===== config.mk =====
export PLATFORM = sky130hd
export DESIGN_NAME = io_rx_port
export DESIGN_NICKNAME = d
export VERILOG_FILES = /design/src/rtl/io_pkg.sv /design/src/rtl/io_fifo.sv /design/src/rtl/io_rx_port.sv
export SDC_FILE = /design/constraint.sdc
export NUM_CORES = 1
export LEC_CHECK = 0
export ABC_AREA = 0
export BUFFER_PORTS_ARGS = -buffer_cell sky130_fd_sc_hd__buf_2
export CAP_MARGIN = 0
export CORE_MARGIN = 8
export CORE_UTILIZATION = 45
export DETAILED_ROUTE_END_ITERATION = 8
export PLACE_DENSITY = 0.76
export SYNTH_ARGS = -nofsm -noshare
export SYNTH_HDL_FRONTEND = slang
export SYNTH_SLANG_ARGS = --single-unit

===== constraint.sdc =====
create_clock -name clk_i -period 2.7 [get_ports clk_i]
set_clock_uncertainty 0.1 [all_clocks]
set_input_delay 0.54 -clock clk_i [delete_from_list [all_inputs] [get_ports clk_i]]
set_output_delay 0.54 -clock clk_i [all_outputs]
set_load 0.02 [all_outputs]

===== src/rtl/io_pkg.sv =====
// Register map constants for the io_rx_port byte-input responder.
// Shared by the port and any software-facing models of its register window.
package io_pkg;

  localparam logic [1:0] IO_OFF_DATA   = 2'd0;
  localparam logic [1:0] IO_OFF_STATUS = 2'd1;
  localparam logic [1:0] IO_OFF_CTRL   = 2'd2;
  localparam logic [1:0] IO_OFF_RSVD   = 2'd3;

  localparam int IO_ST_NOT_EMPTY = 0;
  localparam int IO_ST_FULL      = 1;
  localparam int IO_ST_OVF       = 2;
  localparam int IO_ST_IRQ_EN    = 3;

  localparam int IO_CTRL_IRQ_EN  = 0;
  localparam int IO_CTRL_OVF_CLR = 1;
  localparam int IO_CTRL_FLUSH   = 2;

  function automatic logic [7:0] io_status(input logic not_empty,
                                           input logic full,
                                           input logic ovf,
                                           input logic irq_en);
    logic [7:0] s;
    s                  = 8'h00;
    s[IO_ST_NOT_EMPTY] = not_empty;
    s[IO_ST_FULL]      = full;
    s[IO_ST_OVF]       = ovf;
    s[IO_ST_IRQ_EN]    = irq_en;
    return s;
  endfunction

endpackage


===== src/rtl/io_fifo.sv =====
// Synchronous power-of-two FIFO with push, pop and flush; head is 0 when empty.
// A pop on a full FIFO frees the slot a same-cycle push needs; flush overrides both.
module io_fifo #(
  parameter int DEPTH = 16,
  parameter int WIDTH = 8,
  localparam int AW = $clog2(DEPTH)
) (
  input  logic             clk_i,
  input  logic             rst_i,
  input  logic             push,
  input  logic [WIDTH-1:0] din,
  input  logic             pop,
  input  logic             flush,
  output logic [WIDTH-1:0] head,
  output logic [AW:0]      count,
  output logic             full,
  output logic             empty
);

  localparam logic [AW:0] FULL_CNT = (AW+1)'(DEPTH);

  logic [WIDTH-1:0] mem [DEPTH];
  logic [AW-1:0]    wr_ptr;
  logic [AW-1:0]    rd_ptr;
  logic             do_push;
  logic             do_pop;

  assign full    = (count == FULL_CNT);
  assign empty   = (count == '0);
  assign do_pop  = pop & ~empty;
  assign do_push = push & (~full | do_pop);

  always_ff @(posedge clk_i or negedge rst_i) begin
    if (!rst_i) begin
      wr_ptr <= '0;
      rd_ptr <= '0;
      count  <= '0;
    end else if (flush) begin
      wr_ptr <= '0;
      rd_ptr <= '0;
      count  <= '0;
    end else begin
      if (do_push) wr_ptr <= wr_ptr + 1'b1;
      if (do_pop)  rd_ptr <= rd_ptr + 1'b1;
      if (do_push && !do_pop)      count <= count + 1'b1;
      else if (do_pop && !do_push) count <= count - 1'b1;
    end
  end

  // Storage is not reset; the empty gate on head hides stale contents.
  always_ff @(posedge clk_i) begin
    if (do_push && !flush) mem[wr_ptr] <= din;
  end

  assign head = empty ? '0 : mem[rd_ptr];

endmodule


===== src/rtl/io_rx_port.sv =====
// Memory-mapped byte-input port: FIFO of source bytes behind a 4-byte register window.
// Interrupt logic is present only when IO_RX_PORT_IRQ_EN is defined.
module io_rx_port
  import io_pkg::*;
#(
  parameter logic [15:0] BASE_ADDR = 16'hFF00,
  parameter int          DEPTH     = 16
) (
  input  logic        clk_i,
  input  logic        rst_i,
  input  logic [15:0] address_i,
  input  logic [7:0]  data_i,
  input  logic        we_i,
  output logic [7:0]  data_o,
  output logic        hit_o,
  input  logic [7:0]  src_data_i,
  input  logic        src_valid_i,
  output logic        irq_o,
  output logic [7:0]  io_data_o
);

  localparam int CW = $clog2(DEPTH) + 1;

  logic          sel;
  logic [1:0]    off;
  logic          bus_wr;
  logic          pop_req;
  logic          ctrl_wr;
  logic          flush;
  logic          ovf_set;
  logic          ovf_clr;
  logic          ovf;
  logic [7:0]    head;
  logic [CW-1:0] count;
  logic          full;
  logic          empty;
  logic [7:0]    rd_mux;
  logic          unused_bits;

  assign sel     = (address_i[15:2] == BASE_ADDR[15:2]);
  assign off     = address_i[1:0];
  assign bus_wr  = we_i & sel;
  assign pop_req = bus_wr & (off == IO_OFF_DATA);
  assign ctrl_wr = bus_wr & (off == IO_OFF_CTRL);
  assign flush   = ctrl_wr & data_i[IO_CTRL_FLUSH];
  assign ovf_clr = ctrl_wr & data_i[IO_CTRL_OVF_CLR];
  // A pop in the same cycle makes room, so a full FIFO only drops when nothing leaves.
  assign ovf_set = src_valid_i & full & ~pop_req;

  io_fifo #(
    .DEPTH (DEPTH),
    .WIDTH (8)
  ) u_fifo (
    .clk_i (clk_i),
    .rst_i (rst_i),
    .push  (src_valid_i),
    .din   (src_data_i),
    .pop   (pop_req),
    .flush (flush),
    .head  (head),
    .count (count),
    .full  (full),
    .empty (empty)
  );

  always_ff @(posedge clk_i or negedge rst_i) begin
    if (!rst_i)       ovf <= 1'b0;
    else if (ovf_set) ovf <= 1'b1;
    else if (ovf_clr) ovf <= 1'b0;
  end

`ifdef IO_RX_PORT_IRQ_EN
  logic irq_en;
  logic irq_q;

  always_ff @(posedge clk_i or negedge rst_i) begin
    if (!rst_i) begin
      irq_en <= 1'b0;
      irq_q  <= 1'b0;
    end else begin
      if (ctrl_wr) irq_en <= data_i[IO_CTRL_IRQ_EN];
      irq_q <= irq_en & ~empty;
    end
  end

  assign irq_o = irq_q;
`else
  logic irq_en;

  assign irq_en = 1'b0;
  assign irq_o  = 1'b0;
`endif

  always_comb begin
    rd_mux = 8'h00;
    case (off)
      IO_OFF_DATA:   rd_mux = head;
      IO_OFF_STATUS: rd_mux = io_status(~empty, full, ovf, irq_en);
      IO_OFF_CTRL:   rd_mux = {7'b0, irq_en};
      default:       rd_mux = 8'h00;
    endcase
  end

  always_ff @(posedge clk_i or negedge rst_i) begin
    if (!rst_i) begin
      data_o <= 8'h00;
      hit_o  <= 1'b0;
    end else begin
      hit_o  <= sel;
      data_o <= sel ? rd_mux : 8'h00;
    end
  end

  assign io_data_o = head;

  // Upper CTRL bits and the occupancy count have no reader in this block.
  assign unused_bits = ^{data_i, count};

endmodule


==> results of run 1 <==
## worst register-to-register path: stages, from the launching register on
cell	delay (ns)
dfrtp_2	0.44
nor4_2	0.30
buf_4	0.16
nand2b_1	0.10
nand3_4	0.08
nand2_2	0.08
fa_2	0.35
a21o_1	0.18
a21o_1	0.19
and3_1	0.19
o21a_1	0.18
nor3_1	0.13
## cells by family (layout without fill, tap and decap cells)
logic type,Yosys count,in the layout,synth area share [%]
mux,43,43,14.8
buf+inv,18,142,2.26
other cells,1,1,0.0593
xor+xnor,9,9,1.25
flops,151,151,69.9
simple gates,86,86,7.41
fa+ha+maj,10,10,2.10
compound gates,20,20,2.18
## what timing repair did
item,in CTS,in global routing
pin swaps,7,1
gates cloned,2,0
hold buffers,1,0
hold endpoints to repair,23,0
gates resized for setup,34,4
buffers inserted,7,4
setup endpoints to repair,8,9
## layer usage
layer / track usage, % / up-vias / wire [um]
met5: 0 / - / 0
met4: 5.80 / 0 / 88
met1: 19.0 / 1726 / 5500
met3: 5.72 / 9 / 1160
met2: 25.4 / 133 / 6490
li1: - / 1558 / -
## placed cells by master (no fill, tap or decap), drive strengths merged, types with 4 or more instances in the layout
cell type  Yosys  layout
dfrtp         23      23
a21oi          5       5
edfxtp       128     128
nor3           4       4
nor2          29      29
clkbuf         2      18
buf           12     106
nor4           4       4
clkinv         0       6
nand2         16      16
mux4          38      38
xor2           6       6
inv            4       5
ha             9       9
and2          11      11
nand3          5       5
mux2i          5       5
## worst paths after layout
| kind | start | to | cells after the start |
|---|---|---|---|
| setup reg to reg | u_fifo.count[1] | u_fifo.count[4] | 11 |
| hold / removal | address_i[1] | data_o[2] | 2 |
| hold reg to reg | ovf | data_o[2] | 2 |
| min in group asynchronous | rst_i | data_o[4] | 2 |
| max in group asynchronous | rst_i | u_fifo.rd_ptr[0] | 2 |
| setup / recovery | u_fifo.rd_ptr[0] | io_data_o[3] | 6 |
## power breakdown
part	total (mW)	switching (mW)	internal [mW]
Combinational	1.11	0.607	0.499
Sequential	2.95	0.129	2.82
Clock	2.32	0.883	1.44
## per-stage QoR
step	worst slack, ns	cells	hold WS [ns]
2_1_floorplan	0.0110	338	0.144
3_3_place_gp	-0.0920	599	0.428
3_5_place_dp	-0.163	599	0.435
4_1_cts	-0.377	639	0.241
5_1_grt	-0.411	642	0.266
6_report	-0.345	642	0.268
## state kept, by name (all words and copies together), names as in the netlist
| register | flops |
|---|---|
| data_o | 8 |
| u_fifo.count | 5 |
| u_fifo.mem | 128 |
| hit_o | 1 |
| ovf | 1 |
| u_fifo.rd_ptr | 4 |
| u_fifo.wr_ptr | 4 |
## layout make-up
cell class,count,area [um2]
tap,180,225
clock buffer,18,429
timing repair buffer,107,858
sequential,151,4420
inverter,4,15.0
multi-input combinational,169,1810
fill,1051,5860
clock inverter,13,156
==> results.cfg, run 1 <==
[final_layout]
synthToLayoutAreaGrowth_pct = 25.3
final_layout_size_suffix_gt1_share_pct = 41.3
stdcell_area_mm2 = 0.00792
fin_nets = 496
finalCoreUtilization_pct = 57.5
antennaDiodeCount = 0

[drt]
detail_route.vias_per_cell = 5.34
drt_iter0_drc = 235
wl_um = 13200
drc_errors = 0
dr.pass1.iters = 4
ant_nets = 0
routed-via-count = 3426
routed_wire_length_per_instance_um = 20.6

[synth]
synth.largest_area_cell = edfxtp_1
async_flop_share_pct = 15.2
avg_cell_area_syn_um2 = 18.7
synth_top_cell_area_share_pct = 60.8
synth.cells.most_frequent = 128 x edfxtp_1, 31 x mux4_2, 29 x nor2_1, 23 x dfrtp_1, 16 x nand2_1
yosysUniqueCellTypes = 50
yosys.cell_count.top_type = edfxtp_1
syn-instance-count = 338
postSynthNetCount = 384
syn_area_mm2 = 0.00632
seq_area_frac_synth_pct = 69.9
postSynthRegisterBits = 151
synth_top_cells_by_area = edfxtp_1 61%, mux4_2 11%, dfrtp_1 9.1%
post_synth_edffs = 128
synthesis.yosys.warnings = 0
ys_flop_type = edfxtp_1

[power_and_ir_drop]
fin_total_pwr_mw = 6.37
p_per_area_mw_per_mm2 = 805
irDropWorstVdd_uv = 458
leakagePower_nw = 2.89

[timing]
setup_repair_after_global_routing_missed_its_margin = yes
layout_setup_ws_ns = -0.345
report.final.setup_viol = 8
slew_viol_final = 0
achievable-frequency_mhz = 328
tightestPinTransition_ns = 0.632
period_minus_slack_ns = 3.05
finalHoldViolations = 0
relSlewSlack_pct = 57.8
post-route-period-util_pct = 113
final_tns_setup_ns = -2.22

[place]
hpwl_um = 8910
final_weighted_congestion_in_routability_driven_placement = 0.794
placed_area_mm2 = 0.00710
portBuffers = 46

[critical_path]
worstPathCellList = buf_12 > buf_12 > mux4_2 > mux4_2 > and2_4 > buf_6
timing.critical_path.arrival_ns = 2.41
max_stage_delay_ns = 0.53
worst_ep_required_time_ns = 2.06
end_kind = primary output
crit_buf_inv = 3
path_delay_family = multiplexers
timing.critical_path.from_type = register
path_class = register to primary output
worst-path-max-fanout = 6
worst_path_max_delay_cell = mux4_2
r2r_setup_slk_ns = 0.14

[clock_network]
cts_tree = built
numCtsBuffers = 17
cts.htree.levels = 4
ctsLongestPathBuffers = 2
clkSinkCount = 151
clock_tree.root_cell = clkbuf_16
clk_pin_slew_ns = 0.06
worstSkewPairLatency_ns = 0.42

[global_routing]
grt_first_pass_wirelength_um = 20900
grt_util_all_layers_pct = 15.7
grt_antenna_before_repair = 0
first_global_vias = 3661
overflow = 0
largest_net_degree_at_the_start_of_global_routing = 36

[run]
cap_viol_max_count = 0

[floorplan]
rows = 43
core_region_area_mm2 = 0.0138
die-area_mm2 = 0.0181
io_pins = 54
start_util_pct = 45.9
fp.dieW_um = 134
die_h_um = 134

[outcome]
failed_checks = negative setup slack
status = finished with violations

[hold_path]
worst_hold_check_path_type = input port to register
Power figures use the tool's default switching activity.
==> run 2, diff against run 1 <==
Settings changed: BUFFER_PORTS_ARGS -buffer_cell sky130_fd_sc_hd__buf_2 to not set, CELL_PAD_IN_SITES_DETAIL_PLACEMENT set to 0, CELL_PAD_IN_SITES_GLOBAL_PLACEMENT set to 2, CORE_UTILIZATION 45 to 43, DONT_BUFFER_PORTS set to 1, PLACE_DENSITY 0.76 to 0.86, SKIP_LAST_GASP set to 1.
==> run 2 against run 1 <==
Compared with the run above: die area rose by 4.1%; critical path depth fell by 1; highest routed layer unchanged; non-clock buffer count fell by 57; the flow still finishes with violations (negative setup slack); utilization fell by 4.8 points.
==> results.cfg, run 2 (synthesis gave the netlist of run 1 again) <==
[global_routing]
top_usage_layer = met2
grt_first_pass_wirelength_um = 20500
grt_util_all_layers_pct = 15.1
globalRouteMet2Util_pct = 23.6
use_met3_pct = 4.96
global_route.usage.met1_pct = 19.7
first_global_vias = 3456
largest_net_degree_at_the_start_of_global_routing = 24
grt_antenna_before_repair = 0
overflow = 0

[timing]
tightestPinTransition_ns = 0.776
post-route-period-util_pct = 110
slew_viol_final = 0
final_tns_setup_ns = -1.81
relSlewSlack_pct = 48.3
achievable-frequency_mhz = 336
period_minus_slack_ns = 2.98
report.final.setup_viol = 8
hold_slack_ns = 0.0924
layout_setup_ws_ns = -0.278
finalHoldViolations = 0
setup_repair_after_global_routing_missed_its_margin = yes

[critical_path]
worstPathCellList = buf_12 > buf_12 > mux4_2 > mux4_2 > and2_4
timing.critical_path.arrival_ns = 2.34
timing.critical_path.depth = 5
timing.critical_path.from_type = register
worst-path-max-fanout = 5
worst_ep_required_time_ns = 2.06
end_kind = primary output
path_delay_family = multiplexers
crit_buf_inv = 2
worst_path_max_delay_cell = mux4_2
path_class = register to primary output
ff2ff_path_depth = 10
max_stage_delay_ns = 0.53

[place]
hpwl_um = 8830
final_weighted_congestion_in_routability_driven_placement = 0.794
numPlacedInstances = 550
portBuffers = 0

[drt]
dr.pass1.iters = 4
routed-via-count = 3272
drc_errors = 0
wl_um = 13400
detail_route.vias_per_cell = 5.55
routed_wire_length_per_instance_um = 22.7
drt_iter0_drc = 290
ant_nets = 0

[clock_network]
clock_tree.root_cell = clkbuf_16
cts_tree = built
ctsLongestPathBuffers = 2
numCtsBuffers = 17
worstSkewPairLatency_ns = 0.41
clk_pin_slew_ns = 0.06
cts.htree.levels = 4
clkSinkCount = 151

[power_and_ir_drop]
p_per_area_mw_per_mm2 = 828
power.share.combinational_pct = 15.1
p_int_mw = 4.69
netSwitchingFraction_pct = 25.4
leakagePower_nw = 2.64
irDropWorstVdd_uv = 654
fin_total_pwr_mw = 6.29
power_frac_clock_pct = 37.9
sequential_power_share_pct = 47.0
power.net_switching_mw = 1.60

[floorplan]
io_pins = 54
start_util_pct = 43.8
die-area_mm2 = 0.0188
fp.dieW_um = 137
core_region_area_mm2 = 0.0144
die_h_um = 137
rows = 44

[hold_path]
worst_hold_check_path_type = input port to register
min_path_cells = 1

[final_layout]
most-common-layout-cells = 128 x edfxtp_1, 39 x buf_4, 36 x mux4_2
antennaDiodeCount = 0
final_layout_size_suffix_gt1_share_pct = 34.5
synthToLayoutAreaGrowth_pct = 20.3
fin_nets = 439
flip_flop_count_of_the_largest_register_after_layout = 128
final_cells = 590
register_containing_the_most_flip_flops_in_the_final_layout = u_fifo.mem
finalCoreUtilization_pct = 52.7
leading_cell_type_in_the_layout_fill_and_taps_excluded = edfxtp_1
reg.largest.list = u_fifo.mem (128), data_o (8), u_fifo.count (5)
fill_count = 1138

[outcome]
failed_checks = negative setup slack
status = finished with violations

[run]
cap_viol_max_count = 0
-- run 2: cell count changes in the layout (fill, tap and decap cells not counted), moves of 2 or more --
| cell | before | now |
|---|---|---|
| buf_16 | 2 | 0 |
| buf_2 | 38 | 0 |
| buf_4 | 50 | 39 |
| buf_6 | 10 | 0 |
| buf_8 | 1 | 3 |
| mux2i_1 | 3 | 1 |
| o22ai_2 | 2 | 0 |
-- run 2: power by group through the flow --
stage | Combinational (mW) | Sequential [mW] | Clock, mW
2_1_floorplan | 0.589 | 2.95 | 0
3_3_place_gp | 0.871 | 2.96 | 0
3_5_place_dp | 0.905 | 2.98 | 0
4_1_cts | 0.954 | 2.94 | 2.42
5_1_grt | 1.05 | 2.98 | 2.51
6_report | 0.950 | 2.96 | 2.38
-- run 2: cell type report --
class                   count  area [um2]  share of cell area (%)
clock buffers              17         425                    5.60
clock inverters            15         178                    2.34
inverters                   4        15.0                   0.198
multi-input cells         169        1840                    24.2
flip-flops and latches    151        4420                    58.2
well taps                 184         230                    3.03
repair buffers             50         493                    6.49
-- run 2: metal layers --
metal | routed length [um] | up-vias
li1 | - | 1448
met5 | 0 | -
met2 | 6560 | 135
met1 | 5660 | 1685
met4 | 77 | 0
met3 | 1070 | 4
-- run 2: final timing paths --
path	start	to	slack (ns)
setup / recovery	u_fifo.rd_ptr[0]	io_data_o[3]	-0.28
hold / removal	address_i[1]	data_o[0]	0.09
setup reg to reg	u_fifo.count[2]	u_fifo.count[4]	0.18
hold reg to reg	ovf	data_o[2]	0.45
max in group asynchronous	rst_i	u_fifo.rd_ptr[0]	1.88
min in group asynchronous	rst_i	u_fifo.count[2]	0.46
-- run 2: per-stage QoR --
step	cell area [um2]	setup WS (ns)
finish	7600	-0.278
CTS	7580	-0.379
global placement	6820	-0.0243
global route	7600	-0.351
detailed placement	6820	-0.0596
floorplan	6350	0.0110
-- run 2: what timing repair did --
item,CTS,global route
resized for setup,26,8
setup buffers,4,2
pin swaps,7,5
cloned,1,1
hold buffers,2,0
endpoints found under the hold margin,23,0
setup endpoints to repair,9,9
==> run 3, diff against run 2 <==
Settings changed: CORE_MARGIN 8 to not set.
==> run 3 against run 2 <==
Compared with the run above: the run still ends with negative setup slack left; sequential power barely moved; power grew 2.8%; design area grew 1.2%; non-clock buffer count grew 11; utilization rose by 1.9 points; fmax fell by 0.86%; hold slack lost 0.0064 ns.
==> results.cfg, run 3 (synthesis gave the netlist of run 1 again) <==
[floorplan]
fp.dieW_um = 123
rows = 43
start_util_pct = 44.8
die_h_um = 123
core_region_area_mm2 = 0.0141
die-area_mm2 = 0.0152
io_pins = 54

[drt]
drt_iter0_drc = 367
wl_um = 12900
ant_nets = 0
drc_errors = 0
routed-via-count = 3312
routed_wire_length_per_instance_um = 21.7
dr.pass1.iters = 4
detail_route.vias_per_cell = 5.55

[timing]
period_minus_slack_ns = 3.00
post-route-period-util_pct = 111
achievable-frequency_mhz = 333
layout_setup_ws_ns = -0.304
slew_viol_final = 0
tightestPinTransition_ns = 1.05
finalHoldViolations = 0
report.final.setup_viol = 8
final_tns_setup_ns = -2.11
relSlewSlack_pct = 29.7
setup_repair_after_global_routing_missed_its_margin = yes

[place]
hpwl_um = 8600
final_weighted_congestion_in_routability_driven_placement = 0.774
portBuffers = 0
place_worst_setup_slack_ns = -0.0338
numPlacedInstances = 551
placed_area_mm2 = 0.00684

[final_layout]
final_cells = 597
flip_flop_count_of_the_largest_register_after_layout = 128
register_containing_the_most_flip_flops_in_the_final_layout = u_fifo.mem
fin_nets = 450
final_layout_size_suffix_gt1_share_pct = 35.7
stdcell_area_mm2 = 0.00769
most-common-layout-cells = 128 x edfxtp_1, 51 x buf_4, 37 x mux4_2
reg.largest.list = u_fifo.mem (128), data_o (8), u_fifo.count (5)
synthToLayoutAreaGrowth_pct = 21.7
leading_cell_type_in_the_layout_fill_and_taps_excluded = edfxtp_1
antennaDiodeCount = 0

[critical_path]
cpMostUsedCell = mux4_2
path_delay_family = multiplexers
worstPathCellList = buf_6 > buf_12 > mux4_2 > mux4_2 > and2_4
worst_path_max_delay_cell = mux4_2
timing.critical_path.from_type = register
path_class = register to primary output
worst-path-max-fanout = 7
max_stage_delay_ns = 0.55
end_kind = primary output
worst_ep_required_time_ns = 2.06
crit_buf_inv = 2
timing.critical_path.arrival_ns = 2.36

[hold_path]
worst_hold_check_path_type = input port to register

[global_routing]
grt_first_pass_wirelength_um = 19900
grt_util_all_layers_pct = 18.9
first_global_vias = 3387
grt_antenna_before_repair = 0
overflow = 0
largest_net_degree_at_the_start_of_global_routing = 36

[outcome]
failed_checks = negative setup slack
status = finished with violations

[power_and_ir_drop]
p_per_area_mw_per_mm2 = 841
irDropWorstVdd_uv = 769
leakagePower_nw = 2.71

[run]
cap_viol_max_count = 0

[clock_network]
cts.htree.levels = 4
ctsLongestPathBuffers = 2
clkSinkCount = 151
worstSkewPairLatency_ns = 0.43
clk_pin_slew_ns = 0.06
numCtsBuffers = 17
cts_tree = built
clock_tree.root_cell = clkbuf_16
==> run 3: changes by cell type in the layout (fill, tap and decap cells not counted), sizes merged <==
cell      change
buf          +12
bufinv        +2
clkbuf        +1
clkinv        +1
clkinvlp      -2
inv           -3
==> run 3: where the power goes <==
part | internal, mW | switching (mW) | total (mW)
Sequential | 2.82 | 0.135 | 2.95
Clock | 1.63 | 0.897 | 2.53
Combinational | 0.438 | 0.549 | 0.987
==> run 3: area by class of cell <==
type | instances | area (um2)
Inverter | 4 | 15.0
Timing Repair Buffer | 61 | 566
Tap cell | 180 | 225
Fill cell | 1090 | 6400
Clock inverter | 13 | 204
Multi-Input combinational cell | 169 | 1830
Sequential cell | 151 | 4420
Clock buffer | 19 | 433
==> run 3: path summary, 6_finish.rpt <==
| check | startpoint | end | slack [ns] | depth (start not counted) |
|---|---|---|---|---|
| max | u_fifo.rd_ptr[0] | io_data_o[4] | -0.30 | 5 |
| min | address_i[1] | data_o[2] | 0.09 | 1 |
| max reg2reg | u_fifo.count[1] | u_fifo.count[4] | 0.22 | 10 |
| min reg2reg | ovf | data_o[2] | 0.45 | 2 |
| max in group asynchronous | rst_i | u_fifo.rd_ptr[0] | 1.14 | 1 |
| min in group asynchronous | rst_i | data_o[7] | 0.66 | 1 |
==> run 3: per-stage QoR <==
stage / hold WS (ns) / utilization [%] / power (mW)
floorplan: 0.144 / - / 3.54
global placement: 0.145 / 48.5 / 3.86
CTS: 0.0699 / 54.2 / 6.48
detailed placement: 0.145 / 48.5 / 3.92
global route: 0.0752 / 54.6 / 6.73
finish: 0.0859 / 54.6 / 6.47
==> run 3: layer usage <==
| metal | global-route usage, % | part of all wire, % | up-vias |
|---|---|---|---|
| li1 | - | - | 1467 |
| met1 | 24.8 | 43 | 1709 |
| met2 | 29.2 | 48 | 115 |
| met3 | 5.54 | 6.5 | 21 |
| met4 | 8.58 | 2.4 | 0 |
| met5 | 0 | 0 | - |
==> run 3: what timing repair did <==
item | in CTS | in global routing
buffers inserted | 6 | 5
cloned | 2 | 0
pin swaps | 7 | 1
gates resized for setup | 27 | 5
setup endpoints to repair | 8 | 10
hold endpoints to repair | 23 | 0
hold buffers | 1 | 0
